--- config.mk ---
export PLATFORM = sky130hd
export DESIGN_NAME = bcd_step_counter
export DESIGN_NICKNAME = d
export VERILOG_FILES = /design/src/rtl/bcd_step_counter.sv
export SDC_FILE = /design/constraint.sdc
export NUM_CORES = 1
export LEC_CHECK = 0
export ABC_AREA = 1
export CAP_MARGIN = 20
export CELL_PAD_IN_SITES_DETAIL_PLACEMENT = 0
export CELL_PAD_IN_SITES_GLOBAL_PLACEMENT = 1
export CORE_ASPECT_RATIO = 1.2
export CORE_MARGIN = 1.5
export CORE_UTILIZATION = 38
export DETAILED_ROUTE_END_ITERATION = 12
export PLACE_DENSITY_LB_ADDON = 0.1
export RECOVER_POWER = 100
export SLEW_MARGIN = 20
export SYNTH_ARGS = -nofsm -noshare
export SYNTH_HDL_FRONTEND = slang
export SYNTH_SLANG_ARGS = --single-unit
export TNS_END_PERCENT = 1
--- constraint.sdc ---
create_clock -name clk -period 1.5 [get_ports clk]
set_input_delay 0.375 -clock clk [delete_from_list [all_inputs] [get_ports clk]]
set_output_delay 0.375 -clock clk [all_outputs]
set_load 0.03 [all_outputs]
--- src/rtl/bcd_step_counter.sv ---
// Single-digit BCD up/down counter with prescaler, load and error flag.
// Drives a 1-of-10 decoder: A is the address, WD the active-low enable.
//
// Ports:
//   clk    system clock, rising edge
//   rst_n  asynchronous active-low reset
//   en     count enable, gates the prescaler
//   up     1 = increment, 0 = decrement
//   load   synchronous load strobe for din
//   din    BCD load value (10..15 rejected, sets err)
//   blank  request to disable the decoder (WD follows one cycle later)
//   A      registered BCD digit 0..9
//   WD     registered decoder disable, 1 = all decoder outputs low
//   co     one-cycle wrap pulse (carry up / borrow down)
//   err    sticky out-of-range load flag

module bcd_step_counter #(
    parameter int unsigned DIV = 4
) (
    input  logic       clk,
    input  logic       rst_n,
    input  logic       en,
    input  logic       up,
    input  logic       load,
    input  logic [3:0] din,
    input  logic       blank,
    output logic [3:0] A,
    output logic       WD,
    output logic       co,
    output logic       err
);

    typedef enum logic [1:0] {
        IDLE,
        RUN,
        PAUSE
    } state_t;

    localparam logic [7:0] P_LAST = 8'(DIV - 1);

    state_t     state_q, state_d;
    logic [7:0] p_q, p_d;
    logic [3:0] a_q, a_d;
    logic       co_q, co_d;
    logic       err_q, err_d;
    logic       wd_q, wd_d;

    logic load_ok;
    logic load_bad;
    logic tick;

    assign load_ok  = load && (din <= 4'd9);
    assign load_bad = load && (din > 4'd9);
    // Any load, valid or not, wins over a coincident tick.
    assign tick     = en && !load && (p_q == P_LAST);

    always_comb begin
        a_d   = a_q;
        p_d   = p_q;
        co_d  = 1'b0;
        err_d = err_q;
        if (load_ok) begin
            a_d   = din;
            p_d   = 8'd0;
            err_d = 1'b0;
        end else if (load_bad) begin
            // Rejected load freezes digit and prescaler.
            err_d = 1'b1;
        end else if (tick) begin
            p_d = 8'd0;
            if (up) begin
                if (a_q == 4'd9) begin
                    a_d  = 4'd0;
                    co_d = 1'b1;
                end else begin
                    a_d = a_q + 4'd1;
                end
            end else begin
                if (a_q == 4'd0) begin
                    a_d  = 4'd9;
                    co_d = 1'b1;
                end else begin
                    a_d = a_q - 4'd1;
                end
            end
        end else if (en) begin
            p_d = p_q + 8'd1;
        end
    end

    // The FSM only governs the decoder enable; counting is
    // handled by the prescaler regardless of state.
    always_comb begin
        state_d = state_q;
        wd_d    = wd_q;
        unique case (state_q)
            IDLE: begin
                wd_d = 1'b1;
                if (en || load_ok) begin
                    state_d = RUN;
                end
            end
            RUN: begin
                wd_d = blank;
                if (!en) begin
                    state_d = PAUSE;
                end
            end
            PAUSE: begin
                wd_d = blank;
                if (en) begin
                    state_d = RUN;
                end
            end
            default: begin
                state_d = IDLE;
                wd_d    = 1'b1;
            end
        endcase
    end

    always_ff @(posedge clk or negedge rst_n) begin
        if (!rst_n) begin
            state_q <= IDLE;
            p_q     <= 8'd0;
            a_q     <= 4'd0;
            co_q    <= 1'b0;
            err_q   <= 1'b0;
            wd_q    <= 1'b1;
        end else begin
            state_q <= state_d;
            p_q     <= p_d;
            a_q     <= a_d;
            co_q    <= co_d;
            err_q   <= err_d;
            wd_q    <= wd_d;
        end
    end

    assign A   = a_q;
    assign WD  = wd_q;
    assign co  = co_q;
    assign err = err_q;

endmodule

==> Word level (Yosys, flattened, before mapping) <==
Cells that the tools add are included.
{ "word_totals": {"register_bits": 17, "elab_cells": 57, "output_inout_bits": 7} }
{ "op_classes": {"add_sub_neg": 3, "n_lt_le_gt_ge": 2, "n_eq_ne": 8, "muxes": 23, "n_reduce_logical": 15} }
{ "op_table": {"columns": ["operator", "n"], "rows": [
  ["2-to-1 mux 8 bit", 4],
  ["2-to-1 mux 4 bit", 6],
  ["2-to-1 mux 1 bit", 9],
  ["adder 8 x 1 -> 8 bit, second input constant", 1],
  ["== test 8 x 2 -> 1 bit, second input constant", 1],
  ["!= test 2 bit, second input constant", 4],
  ["2-to-1 mux 2 bit", 3],
  ["case mux 2 bit (3 select lines)", 1],
  ["adder 4 x 1 -> 4 bit, second input constant", 1],
  ["== test 4 bit, second input constant", 1],
  ["> comparator 4 bit, second input constant", 1],
  ["<= comparator 4 bit, second input constant", 1],
  ["logical AND 1 bit", 4],
  ["zero test 4 bit", 1],
  ["AND reduction 2 bit", 2],
  ["nonzero test 2 bit", 2],
  ["subtractor 4 x 1 -> 4 bit, second input constant", 1],
  ["AND reduction 3 bit", 1],
  ["nonzero test 3 bit", 1],
  ["== test 2 x 1 -> 1 bit, second input constant", 1],
  ["== test 2 bit, second input constant", 1],
  ["zero test 2 bit", 1],
  ["OR reduction 2 bit", 1],
  ["zero test 1 bit", 1],
  ["logical OR 1 bit", 1]
]} }

==> Logic depth before layout (Yosys ltp) <==
{ "logic_depth": {"word_depth": 6, "mapped_depth": 8} }

==> Least setup slack after synthesis <==
No wires, ideal clock.
{ "synth_path": {"path_kind": "register to register", "from": "reg p_q[0]", "to": "reg p_q[0]", "stages_incl_launch_ff": 9, "setup_time_ns": 0.116, "synth_period_minus_slack_ns": 1.268, "required_ns": 1.384, "arrival_ns": 1.152, "setup_slack_ns": 0.232, "path_cell_list": "dfrtp_1 > ha_1 > nand2_1 > nor2_1 > nand3_2 > nand2_2 > nor2_1 > nand2_1 > nand2_1"} }
{ "synth_between": {"elab_chain_len": 5, "word_cells_on_any_way": 9, "classes_between": "add/sub: 1; eq/ne: 1; mux: 4; reduce/logical: 3"} }
{ "synth_lines": {"columns": ["item", "line_no", "rtl"], "rows": [
  ["start, declared", "42", "logic [7:0] p_q, p_d;"],
  ["start signal, assigned", "132", "p_q <= p_d;"],
  ["adder 8 x 1 -> 8 bit / == test 8 x 2 -> 1 bit (equally long branches)", "87, 55", null],
  ["2-to-1 mux 8 bit / logical AND 1 bit (equally long branches)", "86, 55", null],
  ["2-to-1 mux 8 bit", "69", "end else if (tick) begin"],
  ["2-to-1 mux 8 bit", "66", "end else if (load_bad) begin"],
  ["2-to-1 mux 8 bit", "62", "if (load_ok) begin"]
]} }
Several ways; a longest one is shown, not always the timed one. The select of a mux whose other input is x is not followed.
A chain may end at the register's enable or synchronous reset.

==> Worst setup path after layout <==
{ "layout_path": {"from": "reg a_q[3] (netlist: A[3])", "to": "out A[3]"} }
{ "layout_lines": {"columns": ["item", "line_no", "rtl"], "rows": [
  ["start, declared", "43", "logic [3:0] a_q, a_d;"],
  ["start signal, assigned", "126", "a_q <= 4'd0;"],
  ["start signal, assigned", "133", "a_q <= a_d;"],
  ["end, declared", "27", "output logic [3:0] A,"]
]} }
No word-level cell between the ends.

==> metrics.yaml <==
report.final.slew_viol_count: 0
path_class: "reg2out"
dieArea_mm2: 0.00341
yosysWarnings: 0
cap_violations: 0
synth_nets: 185
root_buffer: "clkbuf_4"
yosys.cell_types.count: 20
rsz0062_at_grt: "false"
coreArea_mm2: 0.00286
cts.sinks: 17
crit_family: "flip-flops"
leakagePower_nw: 0.775
wire_per_inst_um: 11.7
synth_top_flop_cell: "dfrtp_1"
power.share.switching: 0.439
combPwrFrac: 0.447
placed_area_mm2: 0.00144
syn_avg_cell_area_um2: 6.91
cts.htree.levels: 1
synthMuxAreaShare: 0
route.detailed.drc: 0
grt_first_pass_wirelength_um: 4640
power_w: 0.00168
gp_congestion: 0.794
dp_slack_ns: -0.222
clk_latency_ns: 0.30
slowest_delay_ns: 0.50
worst_slack_ns: 0.0768
fin_area_mm2: 0.00144
clk_path_buf_depth: 2
synth-xor-area-share: 0
end_kind: "output port"
setup.worst_path.start_class: "register"
die_h_um: 63.7
wl_um: 2740
drtIter0Drc: 13
max_freq_mhz: 703
clkSlewWorstSetupHoldPaths_ns: 0.11
power_density_mw_per_mm2: 1170
worstMarginPinSlew_ns: 0.445
status: "completed"
synth_adder_area_share: 0.0643
ys_seq_area_frac: 0.365
finClkSkew_ns: 0.00891
synth-edff-count: 0
netlist_area_mm2: 0.00117
synth_seq_cells: 17
fin_util: 0.501
ant_nets: 0
final_hold_viol_count: 0
vdd_ir_drop_max_uv: 620
num-fill-cells: 286
n_antenna_cell: 0
required_ns: 1.12
grt-ovfl-total: 0
grt_pass1_vias: 1137
cts_hold_buf: 0
vias_per_cell: 5.02
antenna_found_initial: 0
area_growth_pct: 22.9
io_pins: 17
power_frac_seq: 0.403
synth_top_family_by_area: "simple AND/OR/NAND/NOR gates"
start_util: 0.408
track_usage: 0.183
arrival_ns: 1.05
die_w_um: 53.6
tritoncts: "done"
async_flop_share: 1.00
synth-compound-area-share: 0.0600
syn_inst: 169
cts_inserted_buffers: 3
crit_buf_inv: 1
p_sw_w: 0.000737
vias: 1174
p_int_w: 0.000943
hold_class: "in2async"
setup_viol: 0
p_clk_frac: 0.151
crit_chain: "clkbuf_2"
portBuffers: 16
post-route-min-period_ns: 1.42
grt_max_degree: 18
synthSimpleGateAreaFrac: 0.406
timing.final.crit_share: 0.949
path_max_fanout: 8
first_pass_iters: 4
post-dp-hpwl_um: 2210
max-slew-margin-rel: 0.703
nets: 217
slowest_stage: "dfrtp_1"
drive_above_1_share: 0.155
rows: 21
cts_setup_buffers: 0
[synthesized netlist by cell type (2+ instances only)]
library cell | number | share of area
ha_1 | 6 | 0.064
inv_1 | 23 | 0.074
nor2_1 | 13 | 0.042
a21oi_1 | 6 | 0.026
or2_2 | 2 | 0.011
o21ai_0 | 6 | 0.026
inv_2 | 2 | 0.0064
nand2_2 | 3 | 0.016
o21ai_1 | 2 | 0.0086
nand4_1 | 8 | 0.043
or2_0 | 2 | 0.011
nand2_1 | 48 | 0.15
nand3_1 | 24 | 0.10
dfrtp_1 | 16 | 0.34
buf_6 | 2 | 0.019
nor3_1 | 2 | 0.0086
[layer usage]
metal  up-vias  GRT usage  share of wire
met4         0     0.0737          0.020
li1        608          -              -
met3         7     0.0237          0.023
met5         -          0              0
met2        18      0.341           0.54
met1       541      0.196           0.42
[layout make-up]
cell class / instances / area (µm²) / share of cell area
Multi-Input combinational cell: 124 / 617 / 0.430
Sequential cell: 17 / 427 / 0.297
Timing Repair Buffer: 30 / 228 / 0.159
Inverter: 25 / 93.8 / 0.0654
Tap cell: 34 / 42.5 / 0.0296
Clock buffer: 3 / 22.5 / 0.0157
Clock inverter: 1 / 5.00 / 0.00349
[registers in the layout, indices dropped and copies added, names as in the netlist]
signal,flops
err,1
state_q,2
p_q,8
A,4
WD,1
co,1
[cells in the final DEF (no fill, tap or decap), types with 3 or more instances in the layout]
cell             netlist  routed
a21oi_1                6       6
nand3_1               24      24
dfrtp_1               16      16
clkbuf_4               0       3
clkbuf_2               0       7
ha_1                   6       6
nor2_1                13      13
nand4_1                8       8
nand2_1               48      49
clkdlybuf4s50_1        0       8
buf_4                  0      10
o21ai_0                6       6
inv_1                 23      23
[final timing paths]
kind,start,to,slack [ns],cells past startpoint
max in group asynchronous,rst_n,WD,0.61,2
worst min register to register,err,err,0.54,2
worst max register to register,A[2],co,0.18,6
worst max-delay path,A[3],A[3],0.08,1
worst min-delay path,rst_n,A[0],0.54,2
min in group clk,err,err,0.54,2
[power by group through the flow]
stage          registers [W]  clock network, W  logic, W
6_report            0.000676          0.000253  0.000750
5_1_grt             0.000691          0.000284  0.000852
3_5_place_dp        0.000686                 0  0.000791
2_1_floorplan       0.000759                 0  0.000445
3_3_place_gp        0.000681                 0  0.000773
4_1_cts             0.000676          0.000264  0.000794
[what timing repair did]
item / CTS / global route
gates resized for setup: 2 / 1
pin swaps: 0 / 0
cloned: 0 / 0
setup endpoints to repair: 2 / 1
[kinds of logic (layout without fill, tap and decap cells)]
kind of cell | after synthesis | after routing
and+or+nand+nor | 104 | 104
buffers and inverters | 28 | 59
DFF | 17 | 17
AOI/OAI and AO/OA | 14 | 14
adders and majority gates | 6 | 6
[metrics by stage]
step | hold slack (ns) | setup TNS (ns) | instances
after global placement | 0.497 | -1.72 | 230
final | 0.539 | 0 | 234
after global routing | 0.576 | 0 | 234
after floorplan | 0.0794 | 0 | 169
after detailed placement | 0.518 | -1.98 | 230
after CTS | 0.403 | 0 | 234
(Power assumes the default switching activity.)
